`src/rtl/fetch_front_end.sv`:
```
`default_nettype none
// ============================================================================
// Module      : fetch_front_end
// Description : Pipeline front end. Owns the PC, next-PC selection and the
//               IF/ID register, and reports stall/flush activity through a
//               small state machine, saturating counters and sticky errors.
// Revision    : 1.0 - initial release
// ============================================================================
module fetch_front_end #(
  parameter int                    PC_WIDTH    = 32,
  parameter int                    INSTR_WIDTH = 32,
  parameter logic [PC_WIDTH-1:0]   RESET_PC    = '0,
  parameter logic [INSTR_WIDTH-1:0] NOP_INSTR  = '0,
  parameter int                    CNT_WIDTH   = 16
) (
  input  logic                   clk_i,
  input  logic                   rst_i,
  input  logic                   pc_write_i,
  input  logic                   ifid_write_i,
  input  logic                   if_flush_i,
  input  logic                   branch_i,
  input  logic [PC_WIDTH-1:0]    branch_target_i,
  input  logic [INSTR_WIDTH-1:0] imem_instr_i,
  output logic [PC_WIDTH-1:0]    imem_addr_o,
  output logic [INSTR_WIDTH-1:0] ifid_instr_o,
  output logic [PC_WIDTH-1:0]    ifid_pc4_o,
  output logic                   ifid_valid_o,
  output logic [1:0]             state_o,
  output logic [CNT_WIDTH-1:0]   stall_count_o,
  output logic [CNT_WIDTH-1:0]   flush_count_o,
  output logic [CNT_WIDTH-1:0]   max_stall_o,
  output logic                   misalign_o,
  output logic                   proto_err_o
);

  typedef enum logic [1:0] {
    ST_RUN   = 2'd0,
    ST_STALL = 2'd1,
    ST_FLUSH = 2'd2
  } state_t;

  localparam logic [PC_WIDTH-1:0]  C_PC_STEP = PC_WIDTH'(4);
  localparam logic [CNT_WIDTH-1:0] C_CNT_MAX = '1;

  state_t                 r_state;
  state_t                 w_state_nxt;
  logic [PC_WIDTH-1:0]    r_pc;
  logic [PC_WIDTH-1:0]    w_pc4;
  logic [PC_WIDTH-1:0]    w_pc_nxt;
  logic [INSTR_WIDTH-1:0] r_ifid_instr;
  logic [PC_WIDTH-1:0]    r_ifid_pc4;
  logic                   r_ifid_valid;
  logic [CNT_WIDTH-1:0]   r_stall_cnt;
  logic [CNT_WIDTH-1:0]   r_flush_cnt;
  logic [CNT_WIDTH-1:0]   r_run_cnt;
  logic [CNT_WIDTH-1:0]   r_max_stall;
  logic [CNT_WIDTH-1:0]   w_run_inc;
  logic                   r_misalign;
  logic                   r_proto_err;
  logic                   w_flush;

  assign w_flush   = if_flush_i | branch_i;
  assign w_pc4     = r_pc + C_PC_STEP;
  // Length of the stall run including the edge being taken now, saturated.
  assign w_run_inc = (r_run_cnt == C_CNT_MAX) ? C_CNT_MAX : r_run_cnt + 1'b1;

  // Next-PC select: a redirect beats a PC-write hold.
  always_comb begin
    w_pc_nxt = r_pc;
    if (branch_i) begin
      w_pc_nxt = {branch_target_i[PC_WIDTH-1:2], 2'b00};
    end else if (pc_write_i) begin
      w_pc_nxt = w_pc4;
    end
  end

  // PC register.
  always_ff @(posedge clk_i or negedge rst_i) begin
    if (!rst_i) r_pc <= RESET_PC;
    else        r_pc <= w_pc_nxt;
  end

  // IF/ID register: flush injects a NOP even when IF/ID write is held off.
  always_ff @(posedge clk_i or negedge rst_i) begin
    if (!rst_i) begin
      r_ifid_instr <= NOP_INSTR;
      r_ifid_pc4   <= '0;
      r_ifid_valid <= 1'b0;
    end else if (w_flush) begin
      r_ifid_instr <= NOP_INSTR;
      r_ifid_pc4   <= '0;
      r_ifid_valid <= 1'b0;
    end else if (ifid_write_i) begin
      r_ifid_instr <= imem_instr_i;
      r_ifid_pc4   <= w_pc4;
      r_ifid_valid <= 1'b1;
    end
  end

  // State register: records the action taken at the last edge.
  always_ff @(posedge clk_i or negedge rst_i) begin
    if (!rst_i) r_state <= ST_RUN;
    else        r_state <= w_state_nxt;
  end

  // Next-state decode: flush outranks a stall request.
  always_comb begin
    w_state_nxt = ST_RUN;
    if (w_flush) begin
      w_state_nxt = ST_FLUSH;
    end else if (!pc_write_i || !ifid_write_i) begin
      w_state_nxt = ST_STALL;
    end
  end

  // Saturating statistics counters driven by the next state.
  always_ff @(posedge clk_i or negedge rst_i) begin
    if (!rst_i) begin
      r_stall_cnt <= '0;
      r_flush_cnt <= '0;
      r_run_cnt   <= '0;
      r_max_stall <= '0;
    end else begin
      if (w_state_nxt == ST_STALL) begin
        if (r_stall_cnt != C_CNT_MAX) r_stall_cnt <= r_stall_cnt + 1'b1;
        r_run_cnt <= w_run_inc;
        if (w_run_inc > r_max_stall) r_max_stall <= w_run_inc;
      end else begin
        r_run_cnt <= '0;
      end
      if (w_state_nxt == ST_FLUSH && r_flush_cnt != C_CNT_MAX) begin
        r_flush_cnt <= r_flush_cnt + 1'b1;
      end
    end
  end

  // Sticky error flags, cleared only by reset.
  always_ff @(posedge clk_i or negedge rst_i) begin
    if (!rst_i) begin
      r_misalign  <= 1'b0;
      r_proto_err <= 1'b0;
    end else begin
      if (branch_i && (branch_target_i[1:0] != 2'b00)) r_misalign <= 1'b1;
      if (!w_flush && (pc_write_i != ifid_write_i))     r_proto_err <= 1'b1;
    end
  end

  assign imem_addr_o   = r_pc;
  assign ifid_instr_o  = r_ifid_instr;
  assign ifid_pc4_o    = r_ifid_pc4;
  assign ifid_valid_o  = r_ifid_valid;
  assign state_o       = r_state;
  assign stall_count_o = r_stall_cnt;
  assign flush_count_o = r_flush_cnt;
  assign max_stall_o   = r_max_stall;
  assign misalign_o    = r_misalign;
  assign proto_err_o   = r_proto_err;

endmodule
`default_nettype wire
```
`config.mk`:
```
export PLATFORM = sky130hd
export DESIGN_NAME = fetch_front_end
export DESIGN_NICKNAME = d
export VERILOG_FILES = /design/src/rtl/fetch_front_end.sv
export SDC_FILE = /design/constraint.sdc
export NUM_CORES = 1
export LEC_CHECK = 0
export BUFFER_PORTS_ARGS = -buffer_cell sky130_fd_sc_hd__buf_2
export CAP_MARGIN = 20
export CORE_MARGIN = 1.5
export CORE_UTILIZATION = 45
export CTS_CLUSTER_SIZE = 25
export DETAILED_ROUTE_END_ITERATION = 10
export PLACE_DENSITY = 0.7
export SLEW_MARGIN = 15
export SYNTH_ARGS = -nofsm -noshare
export SYNTH_HDL_FRONTEND = slang
export SYNTH_SLANG_ARGS = --single-unit
export TNS_END_PERCENT = 10
```
`constraint.sdc`:
```
create_clock -name clk_i -period 5.65 [get_ports clk_i]
set_input_delay 0.565 -clock clk_i [delete_from_list [all_inputs] [get_ports clk_i]]
set_output_delay 0.565 -clock clk_i [all_outputs]
set_load 0.02 [all_outputs]
```
======== Word-level counts from Yosys, hierarchy flattened ========
Index checks and enable logic that the tools add are counted.
storage, ports and cells
  bits in registers ....................... 165
cells by class
  multiplexer cells ....................... 12
  eq/ne operators ......................... 6
  bitwise gates (word level) .............. 1
  magnitude comparators ................... 1
  add/sub/neg operators ................... 4
  reductions and logical operators ........ 12
operators with widths
  cell                                                  count
  2-to-1 mux 32 bit                                     6
  adder 16 x 1 -> 16 bit (second input constant)        3
  adder 32 x 3 -> 32 bit (second input constant)        1
  2-to-1 mux 16 bit                                     2
  inequality test 16 bit (second input constant)        2
  equality test 16 bit (second input constant)          1
  > comparator 16 bit                                   1
  nonzero test 2 bit                                    3
  AND reduction 2 bit                                   2
  logical AND 1 bit                                     3
  logical NOT 1 bit                                     3
  2-to-1 mux 1 bit                                      3
  equality test 2 x 1 -> 1 bit (second input constant)  1
  equality test 2 bit (second input constant)           1
  2-to-1 mux 2 bit                                      1
  logical OR 1 bit                                      1
  inequality test 1 bit                                 1
  OR 1 bit                                              1

======== Depth between registers and ports, before layout ========
  depth in word-level cells ............... 6
  depth in mapped cells ................... 14
  depth with buffers taken out ............ 12

======== Worst setup path after synthesis ========
No wires, ideal clock.
  path kind ............................... reg2reg
  start point ............................. reg r_run_cnt[0]
  end point ............................... reg r_max_stall[10], in the netlist max_stall_o[10]
  data arrival time ....................... 3.355 ns
  setup time .............................. 0.125 ns
  path buffers ............................ 2
  setup slack ............................. 2.170 ns
  period minus slack after synthesis ...... 3.480 ns
  stages on the path, launching flop included .. 14
  cells stage by stage .................... dfrtp_1 > ha_1 > nand3_1 > or2_2 > nor3_1 > buf_2 > nand2b_1 > ha_1 > nand4_1 > or4_1 > a21o_1 > a31oi_4 > buf_12 > mux2_4
between the ends
  cells in the longest elaborated chain, start to end .. 4
ends and longest elaborated chain
  what                                                            RTL line  text
  from (decl)                                                     55        logic [CNT_WIDTH-1:0] r_run_cnt;
  from (signal assigned)                                          126       r_run_cnt <= w_run_inc;
  adder 16 x 1 -> 16 bit or equality test 16 bit (tied branches)  65        assign w_run_inc = (r_run_cnt == C_CNT_MAX) ? C_CNT_MAX : r_run_cnt + 1'b1;
  2-to-1 mux 16 bit (*)                                           65
  via w_run_inc[13]                                               57        logic [CNT_WIDTH-1:0] w_run_inc;
  > comparator 16 bit (*)                                         127       if (w_run_inc > r_max_stall) r_max_stall <= w_run_inc;
  AND reduction 2 bit (no line) (*)                               --
  to (signal assigned)                                            127
  to (decl)                                                       56        logic [CNT_WIDTH-1:0] r_max_stall;
The timed path passes the listed nets; every way through them passes the cells marked *.
A chain may end at the register's enable or synchronous reset.

======== Final worst setup path ========
  start point ............................. reg r_run_cnt[0]
  end point ............................... reg r_max_stall[6], in the netlist max_stall_o[6]
Same word-level chain as after synthesis.

==> results by group <==
Synthesis
  • Share of synthesized registers carrying an async set or reset: 1.000
  • Seq/Total Area, Yosys: 0.4939
  • Post-Syn Area per Cell: between 9 and 10 sq um
  • YS warnings: 0
  • Yosys reg bits: 161
  • Most frequent cell after synthesis: dfrtp_1
  • Commonest cells post-synth: 161 x dfrtp_1, 83 x nor2_1, 69 x nand2_1
  • Cell count after synthesis: 819
  • Yosys top cell by area: dfrtp_1
  • Synth Cell Area: 8158 sq um
  • Area share of the largest cell type after synthesis: 0.4939
  • Most used DFF post-synth: dfrtp_1
  • EDFF count, synth: 0
  • Main area contributors after synthesis: dfrtp_1 49%, xor2_1 5.7%, mux2i_1 4.9%
  • Library cells used by synthesis: 49

STA
  • Slew headroom: 0.3141
  • Final min period: between 4000 and 5000 ps
  • Peak Freq: 246.4 MHz
  • Fin. Hold Viols: 0
  • Setup_tns: 0 ps
  • Setup Viol. Count Final: 0
  • Post-Route Skew: 7.301 ps
  • Slew Limit Fails: 0
  • Measured slew at the worst slew-check pin: 1029 ps
  • Unrepaired setup endpoints after global routing: no
  • Final Cycle Share: 0.7184

Floorplan
  • Die height: 137.6 microns
  • Die X: around 140 microns
  • Starting Density: 0.4573
  • Die area: between 15,000 and 20,000 sq um
  • FP Rows: 49
  • I/O Pins: 219
  • Core Region: 17,840 sq um

Placement
  • Dpl hpwl: 13,520 microns
  • IO buf count: ~210
  • Final RePlAce weighted congestion: roughly 0.8
  • Placed cell area: about 9300 sq um

Final layout
  • Filler Cell Count: between 1,500 and 2,000
  • Area Growth Syn to Fin: 21.98%
  • Layout cell share with drive strength beyond 1: 0.2654
  • Final Net Count: ~1,100
  • Final instance area: 9951 sq um
  • Number of inserted diodes: 0

Clock network
  • CTS max path bufs: 2
  • Reg clk slew, reported paths: 60 ps
  • Postcts setup bufs: 0
  • Cts repair resizes: 0
  • TritonCTS clock tree: done
  • CTS Hold Bufs: 0
  • CTS Sinks: 161
  • H-tree level count: 4
  • Clock buffer count from CTS: 17
  • Worst skew pair latency: approximately 420 ps
  • CTS root buf: clkbuf_16

Setup path
  • Setup crit end kind: register
  • Crit Path Category: register to register
  • Startpoint class of the critical path: register
  • CP Data Required Time: a little under 6000 ps
  • CP max FO: 16
  • Critical path data arrival time: 4350 ps

Worst hold path
  • Worst hold path class: input port to async pin

Routing
  • Routed len/inst: 15.22 microns
  • Drt pass-1 iters: 5
  • DRC: 0
  • Vias: around 6,400
  • Via-to-Cell Ratio: slightly above 5
  • Initial DRC count: 293
  • Final WL: 19,090 microns
  • Antenna Violating Nets Remaining: 0

Global route
  • First-pass GRT wire length: 30,920 microns
  • Total global-route track usage: 0.2089
  • Global route total overflow: 0
  • Largest net degree at the start of global routing: 109
  • Vias in the first global route: ~6,000
  • Initial antenna violation count: 0

Pwr
  • Pwr per Cell Area: 302.3 nW/um^2
  • VDD IR max: 0.0002163 V
  • Leak: ~4.9 nW

Run status
  • Status: finished, final reports clean

Job
  • Maxcap violations: 0
-- per-stage QoR --
stage / instances / hold slack (ps) / setup slack (ps) / utilization / total power [W]
2_1_floorplan: 822 / 269.4 / 2170 / - / 0.001648
3_3_place_gp: 1222 / 443.5 / 1682 / 0.5239 / 0.001828
3_5_place_dp: 1222 / 443.9 / 1614 / 0.5239 / 0.001835
4_1_cts: 1254 / 310.5 / 1591 / 0.5578 / 0.003040
5_1_grt: 1254 / 345.9 / 1324 / 0.5578 / 0.003152
6_report: 1254 / 268.4 / 1591 / 0.5578 / 0.003008
-- state kept, by name (all words and copies together) (netlist names), 2 cells and up --
signal / cells
r_run_cnt: 16
flush_count_o: 16
ifid_pc4_o: 30
stall_count_o: 16
imem_addr_o: 30
state_o: 2
ifid_instr_o: 32
max_stall_o: 16
-- layer usage --
layer | up-vias | share of wire | track usage | wire length (microns)
met4 | 0 | 0.0065 | 0.04678 | 125
met5 | - | 0 | 0 | 0
li1 | 3220 | - | - | -
met2 | 170 | 0.47 | 0.3283 | 9042
met3 | 9 | 0.050 | 0.05372 | 964
met1 | 3041 | 0.47 | 0.2900 | 8960
-- final cells by class --
type / instances / area [sq um] / share of cell area
clock buffers: 22 / 444.2 / 0.04464
clock inverters: 10 / 160.2 / 0.01609
inverters: 30 / 112.6 / 0.01132
multi-input cells: 583 / 3801 / 0.3820
flip-flops and latches: 161 / 4029 / 0.4049
well taps: 229 / 286.5 / 0.02879
repair buffers: 219 / 1117 / 0.1123
-- critical path: stages (launching register included) --
cell and delay [ps]:
dfrtp_1 390, ha_1 220, nand3_1 180, or2_2 340, nor3_1 420, buf_4 240, o21bai_1 150, ha_1 170
nand2_1 60, or4_1 520, a21o_1 200, a31oi_4 630, mux2_2 410
-- logic make-up after synthesis --
family / count (synthesis) / synth area share
AND/OR/NAND/NOR: 310 / 0.1897
flip-flops: 161 / 0.4939
AO/OA/AOI/OAI: 104 / 0.07423
XOR/XNOR: 88 / 0.09448
buffers and inverters: 78 / 0.04156
multiplexers: 56 / 0.07347
adder cells (fa/ha/maj): 21 / 0.03221
other: 1 / 0.0004597
-- placed cells by master, fill, tap and decap left out, types with 25 or more instances in the layout --
master and instances:
inv_1 29, nor2_1 83, nand2_1 69, mux2i_1 40, nand4_1 32, dfrtp_1 161, xor2_1 53, o21ai_0 48
xnor2_1 35, nand3_1 37, buf_2 212, a21oi_1 25
-- worst paths after layout --
| kind | cells past startpoint | endpoint | slack [ps] | from |
|---|---|---|---|---|
| worst min register to register | 1 | proto_err_o$_DFFE_PN0P_ | 470 | proto_err_o$_DFFE_PN0P_ |
| worst max register to register | 12 | max_stall_o[6]$_DFFE_PN0P_ | 1590 | r_run_cnt[0]$_DFF_PN0_ |
| worst max-delay path | 12 | max_stall_o[6]$_DFFE_PN0P_ | 1590 | r_run_cnt[0]$_DFF_PN0_ |
| max in group asynchronous | 2 | imem_addr_o[18]$_DFFE_PN0N_ | 4130 | rst_i |
| worst min-delay path | 1 | state_o[0]$_DFF_PN0_ | 270 | rst_i |
| min in group clk_i | 3 | imem_addr_o[24]$_DFFE_PN0N_ | 350 | branch_target_i[24] |
-- where the power goes --
part	internal, W	switching, W	leakage, nW
Combinational	0.000174	0.000288	2.52
Sequential	0.00123	0.000113	2.10
Clock	0.000739	0.000459	0.280
Total	0.00215	0.000860	4.90
(Power assumes the default switching activity.)
